===== src/rtl/soc_msp430_trace_monitor.sv =====
// Trace monitor for a simulated MSP430-style core.
// Watches the retirement trace for simulation-control NOPs (upper half == MAGIC)
// and turns them into exit, putc and marker events, using a shadow copy of r3
// as the argument register.
module soc_msp430_trace_monitor #(
    parameter int unsigned ID         = 0,
    parameter int unsigned FIFO_DEPTH = 4,
    parameter logic [15:0] MAGIC      = 16'h1500
) (
    input  logic        clk,
    input  logic        rst,
    input  logic        trace_valid,
    input  logic [31:0] trace_pc,
    input  logic [31:0] trace_insn,
    input  logic        trace_wb,
    input  logic [4:0]  trace_wb_reg,
    input  logic [31:0] trace_wb_data,
    output logic        char_valid,
    input  logic        char_ready,
    output logic [7:0]  char_data,
    output logic        termination,
    output logic [31:0] exit_code,
    output logic        marker,
    output logic [15:0] marker_id,
    output logic [31:0] insn_cnt,
    output logic [7:0]  overflow_cnt,
    output logic [15:0] core_id
);

    localparam int unsigned AW = (FIFO_DEPTH > 1) ? $clog2(FIFO_DEPTH) : 1;
    localparam logic [AW:0] DepthC = (AW + 1)'(FIFO_DEPTH);

    localparam logic [15:0] CodeExit   = 16'h0001;
    localparam logic [15:0] CodePutc   = 16'h0004;
    localparam logic [15:0] CodeMarker = 16'h0020;

    // The PC is part of the trace bundle but carries no information we act on.
    logic unused_pc;
    assign unused_pc = ^trace_pc;

    logic [31:0]   shadow_q, shadow_d;
    logic          term_q, term_d;
    logic [31:0]   exit_q, exit_d;
    logic          marker_q, marker_d;
    logic [15:0]   marker_id_q, marker_id_d;
    logic [31:0]   insn_cnt_q, insn_cnt_d;
    logic [7:0]    ovf_q, ovf_d;
    logic [AW-1:0] wr_ptr_q, wr_ptr_d;
    logic [AW-1:0] rd_ptr_q, rd_ptr_d;
    logic [AW:0]   count_q, count_d;
    logic [7:0]    mem_q [FIFO_DEPTH];

    logic        wb_r3;
    logic [31:0] eff_r3;
    logic        special;
    logic        do_exit, do_putc, do_marker;
    logic        full, pop, push_acc, drop;

    // Decode of the retiring instruction and FIFO handshake.
    always_comb begin
        wb_r3     = trace_valid && trace_wb && (trace_wb_reg == 5'd3) && !term_q;
        // Same-cycle r3 writeback is bypassed so "mov #x, r3; special" pairs work.
        eff_r3    = wb_r3 ? trace_wb_data : shadow_q;
        special   = trace_valid && (trace_insn[31:16] == MAGIC) && !term_q;
        do_exit   = special && (trace_insn[15:0] == CodeExit);
        do_putc   = special && (trace_insn[15:0] == CodePutc);
        do_marker = special && (trace_insn[15:0] == CodeMarker);
        full      = (count_q == DepthC);
        pop       = char_valid && char_ready;
        // A pop in the same cycle frees the slot, so a full FIFO still accepts.
        push_acc  = do_putc && (!full || pop);
        drop      = do_putc && full && !pop;
    end

    // Next-state for all registered state.
    always_comb begin
        shadow_d    = wb_r3 ? trace_wb_data : shadow_q;
        term_d      = term_q || do_exit;
        exit_d      = do_exit ? eff_r3 : exit_q;
        marker_d    = do_marker;
        marker_id_d = do_marker ? eff_r3[15:0] : marker_id_q;
        insn_cnt_d  = (trace_valid && !term_q) ? insn_cnt_q + 32'd1 : insn_cnt_q;
        ovf_d       = (drop && (ovf_q != 8'hff)) ? ovf_q + 8'd1 : ovf_q;
        wr_ptr_d    = push_acc ? wr_ptr_q + 1'b1 : wr_ptr_q;
        rd_ptr_d    = pop ? rd_ptr_q + 1'b1 : rd_ptr_q;
        count_d     = count_q;
        if (push_acc && !pop) begin
            count_d = count_q + 1'b1;
        end else if (!push_acc && pop) begin
            count_d = count_q - 1'b1;
        end
    end

    // Control state with asynchronous reset.
    always_ff @(posedge clk or posedge rst) begin
        if (rst) begin
            shadow_q    <= '0;
            term_q      <= 1'b0;
            exit_q      <= '0;
            marker_q    <= 1'b0;
            marker_id_q <= '0;
            insn_cnt_q  <= '0;
            ovf_q       <= '0;
            wr_ptr_q    <= '0;
            rd_ptr_q    <= '0;
            count_q     <= '0;
        end else begin
            shadow_q    <= shadow_d;
            term_q      <= term_d;
            exit_q      <= exit_d;
            marker_q    <= marker_d;
            marker_id_q <= marker_id_d;
            insn_cnt_q  <= insn_cnt_d;
            ovf_q       <= ovf_d;
            wr_ptr_q    <= wr_ptr_d;
            rd_ptr_q    <= rd_ptr_d;
            count_q     <= count_d;
        end
    end

    // FIFO storage; contents are don't-care while empty, so no reset needed.
    always_ff @(posedge clk) begin
        if (push_acc) begin
            mem_q[wr_ptr_q] <= eff_r3[7:0];
        end
    end

    assign char_valid   = (count_q != '0);
    assign char_data    = char_valid ? mem_q[rd_ptr_q] : 8'h00;
    assign termination  = term_q;
    assign exit_code    = exit_q;
    assign marker       = marker_q;
    assign marker_id    = marker_id_q;
    assign insn_cnt     = insn_cnt_q;
    assign overflow_cnt = ovf_q;
    assign core_id      = 16'(ID);

endmodule


===== config.mk =====
export PLATFORM = sky130hd
export DESIGN_NAME = soc_msp430_trace_monitor
export DESIGN_NICKNAME = d
export VERILOG_FILES = /design/src/rtl/soc_msp430_trace_monitor.sv
export SDC_FILE = /design/constraint.sdc
export NUM_CORES = 1
export LEC_CHECK = 0
export CORE_AREA = 5 5 122 124
export CTS_CLUSTER_SIZE = 14
export DETAILED_ROUTE_END_ITERATION = 10
export DIE_AREA = 0 0 127 129
export MAX_ROUTING_LAYER = met4
export PLACE_DENSITY = 0.92
export SLEW_MARGIN = 20
export SYNTH_ARGS = -nofsm -noshare
export SYNTH_HDL_FRONTEND = slang
export SYNTH_SLANG_ARGS = --single-unit

===== constraint.sdc =====
create_clock -name clk -period 6.6 [get_ports clk]
set_input_delay 1.32 -clock clk [delete_from_list [all_inputs] [get_ports clk]]
set_output_delay 1.32 -clock clk [all_outputs]
set_load 0.02 [all_outputs]

### After elaboration in Yosys (flattened, before gate mapping)

Memory sizes are Yosys's and may differ from the RTL's.
Index checks and enable logic that the tools add are counted.
W data, S select, Z words.

* reduce and logical (&&, ||, !) cells: 24
* add/sub/neg operators: 6
* div/mod/pow operators: 0
* mux-type cells: 6
* $mul: 0
* $lt $le $gt $ge: 0
* eq/ne operators: 7
* shift operators: 0
* bitwise gates (word level): 0

Operators with widths (number)
* $add A32 B1 Y32 const B: 1
* $mux W32: 1
* $eq A16 B1 Y1 const B: 1
* $eq A16 B13 Y1 const B: 1
* $eq A16 B3 Y1 const B: 1
* $eq A16 B6 Y1 const B: 1
* $logic_and A1 B1 Y1: 16
* $add A8 B1 Y8 const B: 1
* $mux W8: 1
* $ne A8 B8 Y1 const B: 1
* $mux W3: 2
* $eq A5 B2 Y1 const B: 1
* $add A2 B1 Y2 const B: 2
* $logic_not A1 Y1: 4
* $add A3 B1 Y3 const B: 1
* $eq A3 B3 Y1 const B: 1
* $reduce_bool A3 Y1: 1
* $sub A3 B1 Y3 const B: 1
* $logic_or A1 B1 Y1: 2
* $mux W1: 2
* $reduce_bool A2 Y1: 1

* register bits after elaboration: 129
* input bits: 106
* logic and storage cells: 54
* latch bits: 0
* ROM bits: 0
* memories kept: 1
* memory bits (writable): 32

Memory list
* mem_q: words 4, width 8, read ports 1, clocked after Yosys merged registers in 0, wr ports 1, RTL line 51 `logic [7:0] mem_q [FIFO_DEPTH];`

### Depth between registers and ports, before layout

* word-level depth: 9
* gate-level depth with buffers: 10
* gate-level depth less buffers: 10

### Worst setup path after synthesis

No wires, ideal clock.

* path type: in2reg
* from: in trace_insn[16]
* to: reg count_q[2]
* path slack: 2.978 ns
* setup time: 0.079 ns
* required time: 6.521 ns
* arrival time: 3.543 ns
* buffers on the path: 0
* cell stages on the path: 10
* cells stage by stage: nor4b_1 -> nand4_1 -> or2_4 -> nor3b_1 -> ha_1 -> inv_1 -> fa_1 -> xor2_1 -> nor2_1 -> xor2_1

* cells in the longest elaborated chain, start to end: 8
* elaborated cells on any way between the ends: 10

Ends and longest elaborated chain
* start: declaration: RTL line 14 `input logic [31:0] trace_insn,`
* $eq A16 B13 Y1 (*): RTL line 64 `special = trace_valid && (trace_insn[31:16] == MAGIC) && !term_q;`
* $logic_and A1 B1 Y1 (*) (2 in a row): RTL line 64
* $logic_and A1 B1 Y1 (*): RTL line 66 `do_putc = special && (trace_insn[15:0] == CodePutc);`
* $logic_and A1 B1 Y1 (*): RTL line 71 `push_acc = do_putc && (!full || pop);`
* net push_acc: RTL line 57 `logic full, pop, push_acc, drop;`
* $logic_not A1 Y1: RTL line 89 `end else if (!push_acc && pop) begin`
* $logic_and A1 B1 Y1: RTL line 89
* $reduce_bool A2 Y1 (no source line)
* end signal: assignment: RTL line 117 `count_q <= count_d;`
* end: declaration: RTL line 50 `logic [AW:0] count_q, count_d;`

Mark *: on every way through the listed nets, which the timed path passes. The rest lies on a longest branch.
A chain may end at the register's enable or synchronous reset.

### Worst setup path after layout

* from: in trace_insn[3]
* to: reg count_q[2]

* cells in the longest elaborated chain, start to end: 6
* elaborated cells on any way between the ends: 8

Ends and longest elaborated chain (RTL line)
* $eq A16 B3 Y1 (*): 66
* $logic_and A1 B1 Y1 (*): 66
* $logic_and A1 B1 Y1 (*): 71
* net push_acc: 57
* $logic_not A1 Y1: 89
* $logic_and A1 B1 Y1: 89
* $reduce_bool A2 Y1 (no source line)

Marked as above.

==> flow_results.xml <==
<?xml version="1.0" encoding="UTF-8"?>
<metrics>
  <group name="run_status">
    <metric name="status" unit="">finished clean</metric>
  </group>
  <group name="final_layout">
    <metric name="multi_input_area" unit="mm^2">0.00234</metric>
    <metric name="final_layout_size_suffix_gt1_share" unit="%">20.8</metric>
    <metric name="antenna_cells_inserted" unit="">0</metric>
    <metric name="fill_cells" unit="">967</metric>
    <metric name="finish.instance_area" unit="mm^2">0.00912</metric>
    <metric name="area.sequential" unit="mm^2">0.00419</metric>
    <metric name="area_growth_syn_to_layout" unit="%">36.3</metric>
    <metric name="design.final.nets" unit="">741</metric>
  </group>
  <group name="setup_path">
    <metric name="cp_top_family" unit="">simple AND/OR/NAND/NOR gates</metric>
    <metric name="timing.critical_path.from_type" unit="">primary input</metric>
    <metric name="crit_type" unit="">primary input to flip-flop</metric>
    <metric name="critical_path.max_fanout" unit="">7</metric>
    <metric name="worstRegToRegCells" unit="">10</metric>
    <metric name="crit_slowest_cell" unit="">sky130_fd_sc_hd__nor3b_1</metric>
    <metric name="cp_common_cell" unit="">sky130_fd_sc_hd__xor2_1</metric>
    <metric name="buffers_and_inverters_on_the_worst_path" unit="">2</metric>
    <metric name="crit_path_capture_type" unit="">flip-flop</metric>
    <metric name="worst_r2r_endpoint" unit="">count_q[2]$_DFFE_PP0P_</metric>
    <metric name="crit_arrival" unit="ns">4.35</metric>
    <metric name="critPathRequiredTime" unit="ns">6.94</metric>
    <metric name="reg2reg_setup_slack" unit="ns">3.49</metric>
    <metric name="regToRegStartpoint" unit="">termination$_DFF_PP0_</metric>
    <metric name="critical_path.max_stage_delay" unit="ns">0.62</metric>
    <metric name="critical_path.cell_chain" unit="">clkdlybuf4s50_1, nor4_1, nand4_1, or2_4, nor3b_1, ha_1, inv_1, fa_1, xor2_1, nor2_1, xor2_1</metric>
  </group>
  <group name="drt">
    <metric name="drt_pre_antenna_iters" unit="">4</metric>
    <metric name="final_antenna_net_count" unit="">0</metric>
    <metric name="vias" unit="">4230</metric>
    <metric name="wl_per_cell" unit="um">18.3</metric>
    <metric name="wirelength" unit="mm">15.0</metric>
    <metric name="drc" unit="">0</metric>
    <metric name="first_drt_iteration_drcs" unit="">248</metric>
    <metric name="vias_per_cell" unit="">5.16</metric>
  </group>
  <group name="timing">
    <metric name="post-route-min-period" unit="ns">4.01</metric>
    <metric name="worstMarginPinSlew" unit="ns">0.926</metric>
    <metric name="timing.setup.tns" unit="ns">0</metric>
    <metric name="clock-skew-final" unit="ns">0.00744</metric>
    <metric name="period_share" unit="%">60.8</metric>
    <metric name="clock.fmax" unit="MHz">249</metric>
    <metric name="setup_slack" unit="ns">2.59</metric>
    <metric name="finalMaxSlewViolations" unit="">0</metric>
    <metric name="setup_viol_count_final" unit="">0</metric>
    <metric name="final-hold-violation-count" unit="">0</metric>
    <metric name="grt_setup_unrepaired" unit="">no</metric>
    <metric name="worst_slew_margin_rel" unit="%">37.8</metric>
  </group>
  <group name="power_and_ir_drop">
    <metric name="power.density" unit="mW/mm^2">251</metric>
    <metric name="internal_power" unit="mW">1.74</metric>
    <metric name="peakVddDrop" unit="uV">191</metric>
    <metric name="seq_power_share" unit="%">48.1</metric>
    <metric name="power.combinational.fraction" unit="%">9.9</metric>
    <metric name="switching_power" unit="mW">0.548</metric>
    <metric name="switching_share" unit="%">23.9</metric>
    <metric name="clock_group_share_of_total_power" unit="%">42.0</metric>
    <metric name="p_leak" unit="nW">3.98</metric>
    <metric name="design_power_total" unit="mW">2.29</metric>
  </group>
  <group name="synth">
    <metric name="dominantRegCellSynth" unit="">sky130_fd_sc_hd__dfrtp_1</metric>
    <metric name="ys_seq_area_share" unit="%">62.6</metric>
    <metric name="synthCells" unit="">446</metric>
    <metric name="synthArstFlopShare" unit="%">80.1</metric>
    <metric name="synth_seq_cells" unit="">161</metric>
    <metric name="yosysMostFrequentCell" unit="">sky130_fd_sc_hd__dfrtp_1</metric>
    <metric name="synth_top_area_share" unit="%">48.3</metric>
    <metric name="netlist.top_cell.by_area" unit="">sky130_fd_sc_hd__dfrtp_1</metric>
    <metric name="commonest_cells_post_synth" unit="">129 x sky130_fd_sc_hd__dfrtp_1, 82 x sky130_fd_sc_hd__mux2_2, 33 x sky130_fd_sc_hd__xnor2_1</metric>
    <metric name="syn_avg_cell_area" unit="um^2">15.0</metric>
    <metric name="mappedNetlistArea" unit="mm^2">0.00669</metric>
    <metric name="yosys.cell_types.count" unit="">43</metric>
    <metric name="synth_edf_count" unit="">32</metric>
    <metric name="area_contributors_post_synth" unit="">sky130_fd_sc_hd__dfrtp_1 48%, sky130_fd_sc_hd__edfxtp_1 14%, sky130_fd_sc_hd__mux2_2 14%</metric>
    <metric name="synth-warning-count" unit="">0</metric>
  </group>
  <group name="grt">
    <metric name="grt_pass1_wl" unit="mm">24.4</metric>
    <metric name="grt_max_degree" unit="">70</metric>
    <metric name="global_route.usage.total" unit="%">19.8</metric>
    <metric name="grt_antenna_before_repair" unit="">0</metric>
    <metric name="globalRouteOverflowTotal" unit="">0</metric>
    <metric name="first_global_vias" unit="">4721</metric>
  </group>
  <group name="clock_tree">
    <metric name="cts_hold_repair.buffers" unit="">0</metric>
    <metric name="clkSinkCount" unit="">161</metric>
    <metric name="cts_buffers" unit="">17</metric>
    <metric name="worstSkewPairLatency" unit="ns">0.42</metric>
    <metric name="cts.path.max_buffers" unit="">2</metric>
    <metric name="clock_tree.htree_level_count" unit="">4</metric>
    <metric name="worst_setup_hold_path_clk_slew" unit="ns">0.06</metric>
    <metric name="cts-root-buf" unit="">sky130_fd_sc_hd__clkbuf_16</metric>
    <metric name="tritoncts" unit="">done</metric>
    <metric name="resized_cells_post_cts" unit="">0</metric>
    <metric name="cts.repair_timing.setup_buffer_count" unit="">0</metric>
  </group>
  <group name="placed_design">
    <metric name="buffer_ports.inserted" unit="">172</metric>
    <metric name="globalplace.congestion" unit="">0.815</metric>
    <metric name="dp_worst_setup_slack" unit="ns">2.13</metric>
    <metric name="dpl_hpwl" unit="mm">10.8</metric>
    <metric name="detailed_place.area" unit="mm^2">0.00853</metric>
  </group>
  <group name="die">
    <metric name="floorplan.core_area" unit="mm^2">0.0137</metric>
    <metric name="initial_core_util" unit="%">48.9</metric>
    <metric name="chipWidth" unit="um">127</metric>
    <metric name="num_io_pins" unit="">221</metric>
    <metric name="die-area" unit="mm^2">0.0164</metric>
    <metric name="floorplan.rows" unit="">43</metric>
    <metric name="die_y" unit="um">129</metric>
  </group>
  <group name="min_path">
    <metric name="timing.hold.worst.start" unit="">count_q[2]$_DFFE_PP0P_</metric>
    <metric name="min_path_type" unit="">flip-flop to flip-flop</metric>
    <metric name="min_delay_path_depth" unit="">1</metric>
    <metric name="min_delay_worst_endpoint" unit="">count_q[2]$_DFFE_PP0P_</metric>
  </group>
  <group name="run">
    <metric name="cap_viol_max_count" unit="">0</metric>
  </group>
</metrics>
[cell usage in the layout (no fill, tap or decap), types with 3 or more instances in the layout]
cell	netlist	final
sky130_fd_sc_hd__dfrtp_1	129	129
sky130_fd_sc_hd__nor4_1	4	4
sky130_fd_sc_hd__xor2_1	11	11
sky130_fd_sc_hd__clkdlybuf4s50_1	0	172
sky130_fd_sc_hd__edfxtp_1	32	32
sky130_fd_sc_hd__nand2_1	16	16
sky130_fd_sc_hd__clkbuf_16	0	17
sky130_fd_sc_hd__clkinv_4	0	4
sky130_fd_sc_hd__buf_4	19	4
sky130_fd_sc_hd__xnor2_1	33	33
sky130_fd_sc_hd__nor2_1	9	9
sky130_fd_sc_hd__nor3_1	5	5
sky130_fd_sc_hd__ha_1	7	7
sky130_fd_sc_hd__inv_1	7	6
sky130_fd_sc_hd__and4_1	6	6
sky130_fd_sc_hd__mux4_2	8	8
sky130_fd_sc_hd__and3_1	4	4
sky130_fd_sc_hd__nand3_1	13	13
sky130_fd_sc_hd__conb_1	1	16
sky130_fd_sc_hd__and2_1	15	15
sky130_fd_sc_hd__nand4_1	13	13
sky130_fd_sc_hd__mux2_2	82	82
sky130_fd_sc_hd__inv_6	0	3
[state kept, by name (all words and copies together), names as in the netlist]
signal and count:
marker_id 16, wr_ptr_q 2, termination 1, exit_code 32
overflow_cnt 8, shadow_q 32, marker 1, count_q 3
insn_cnt 32, mem_q 32, rd_ptr_q 2
[layer usage]
layer	vias up	wire length, um	global-route usage (%)
li1	1922	-	-
met1	2148	5650	21.6
met2	136	8140	34.4
met3	24	981	5.77
met4	0	236	7.19
met5	-	0	-
[stage by stage]
step,std cells,hold WS [ns],util [%]
after floorplan,461,0.447,-
final,820,0.477,66.7
after global placement,788,0.465,62.4
after detailed placement,788,0.467,62.4
after global routing,820,0.503,66.7
after CTS,820,0.479,66.7
[layout make-up]
class	count	area share [%]
tap	180	2.47
sequential	161	46.0
clock inverter	14	1.70
clock buffer	18	4.71
inverter	7	0.316
multi-input combinational	264	25.6
timing repair buffer	176	19.2
[worst max-delay path by stage]
stage | start | to | slack, ns | cells past startpoint
after detailed placement | trace_insn[16] | count_q[2]$_DFFE_PP0P_ | 2.13 | 11
after global routing | trace_insn[16] | count_q[2]$_DFFE_PP0P_ | 2.36 | 11
after floorplan | rst | count_q[0]$_DFFE_PP0P_ | 1.84 | 1
after CTS | trace_insn[16] | count_q[2]$_DFFE_PP0P_ | 2.55 | 11
final | trace_insn[3] | count_q[2]$_DFFE_PP0P_ | 2.59 | 11
after global placement | trace_insn[16] | count_q[2]$_DFFE_PP0P_ | 2.19 | 11
[cells by family (layout without fill, tap and decap cells)]
| logic type | count (synthesis) | after routing | share of synthesized area, % |
|---|---|---|---|
| mux | 91 | 91 | 16.7 |
| xor+xnor | 44 | 44 | 5.76 |
| buf+inv | 36 | 215 | 3.24 |
| simple gates | 103 | 103 | 9.84 |
| compound gates | 2 | 2 | 0.168 |
| other cells | 1 | 16 | 0.0561 |
| flops | 161 | 161 | 62.6 |
| fa+ha+maj | 8 | 8 | 1.61 |
[power groups by stage]
| stage | Sequential [mW] | Clock, mW | Combinational [mW] |
|---|---|---|---|
| 3_5_place_dp | 1.12 | 0 | 0.229 |
| 3_3_place_gp | 1.12 | 0 | 0.218 |
| 6_report | 1.10 | 0.963 | 0.227 |
| 4_1_cts | 1.10 | 0.984 | 0.230 |
| 5_1_grt | 1.11 | 1.03 | 0.243 |
| 2_1_floorplan | 1.14 | 0 | 0.0980 |
(Power assumes the default switching activity.)
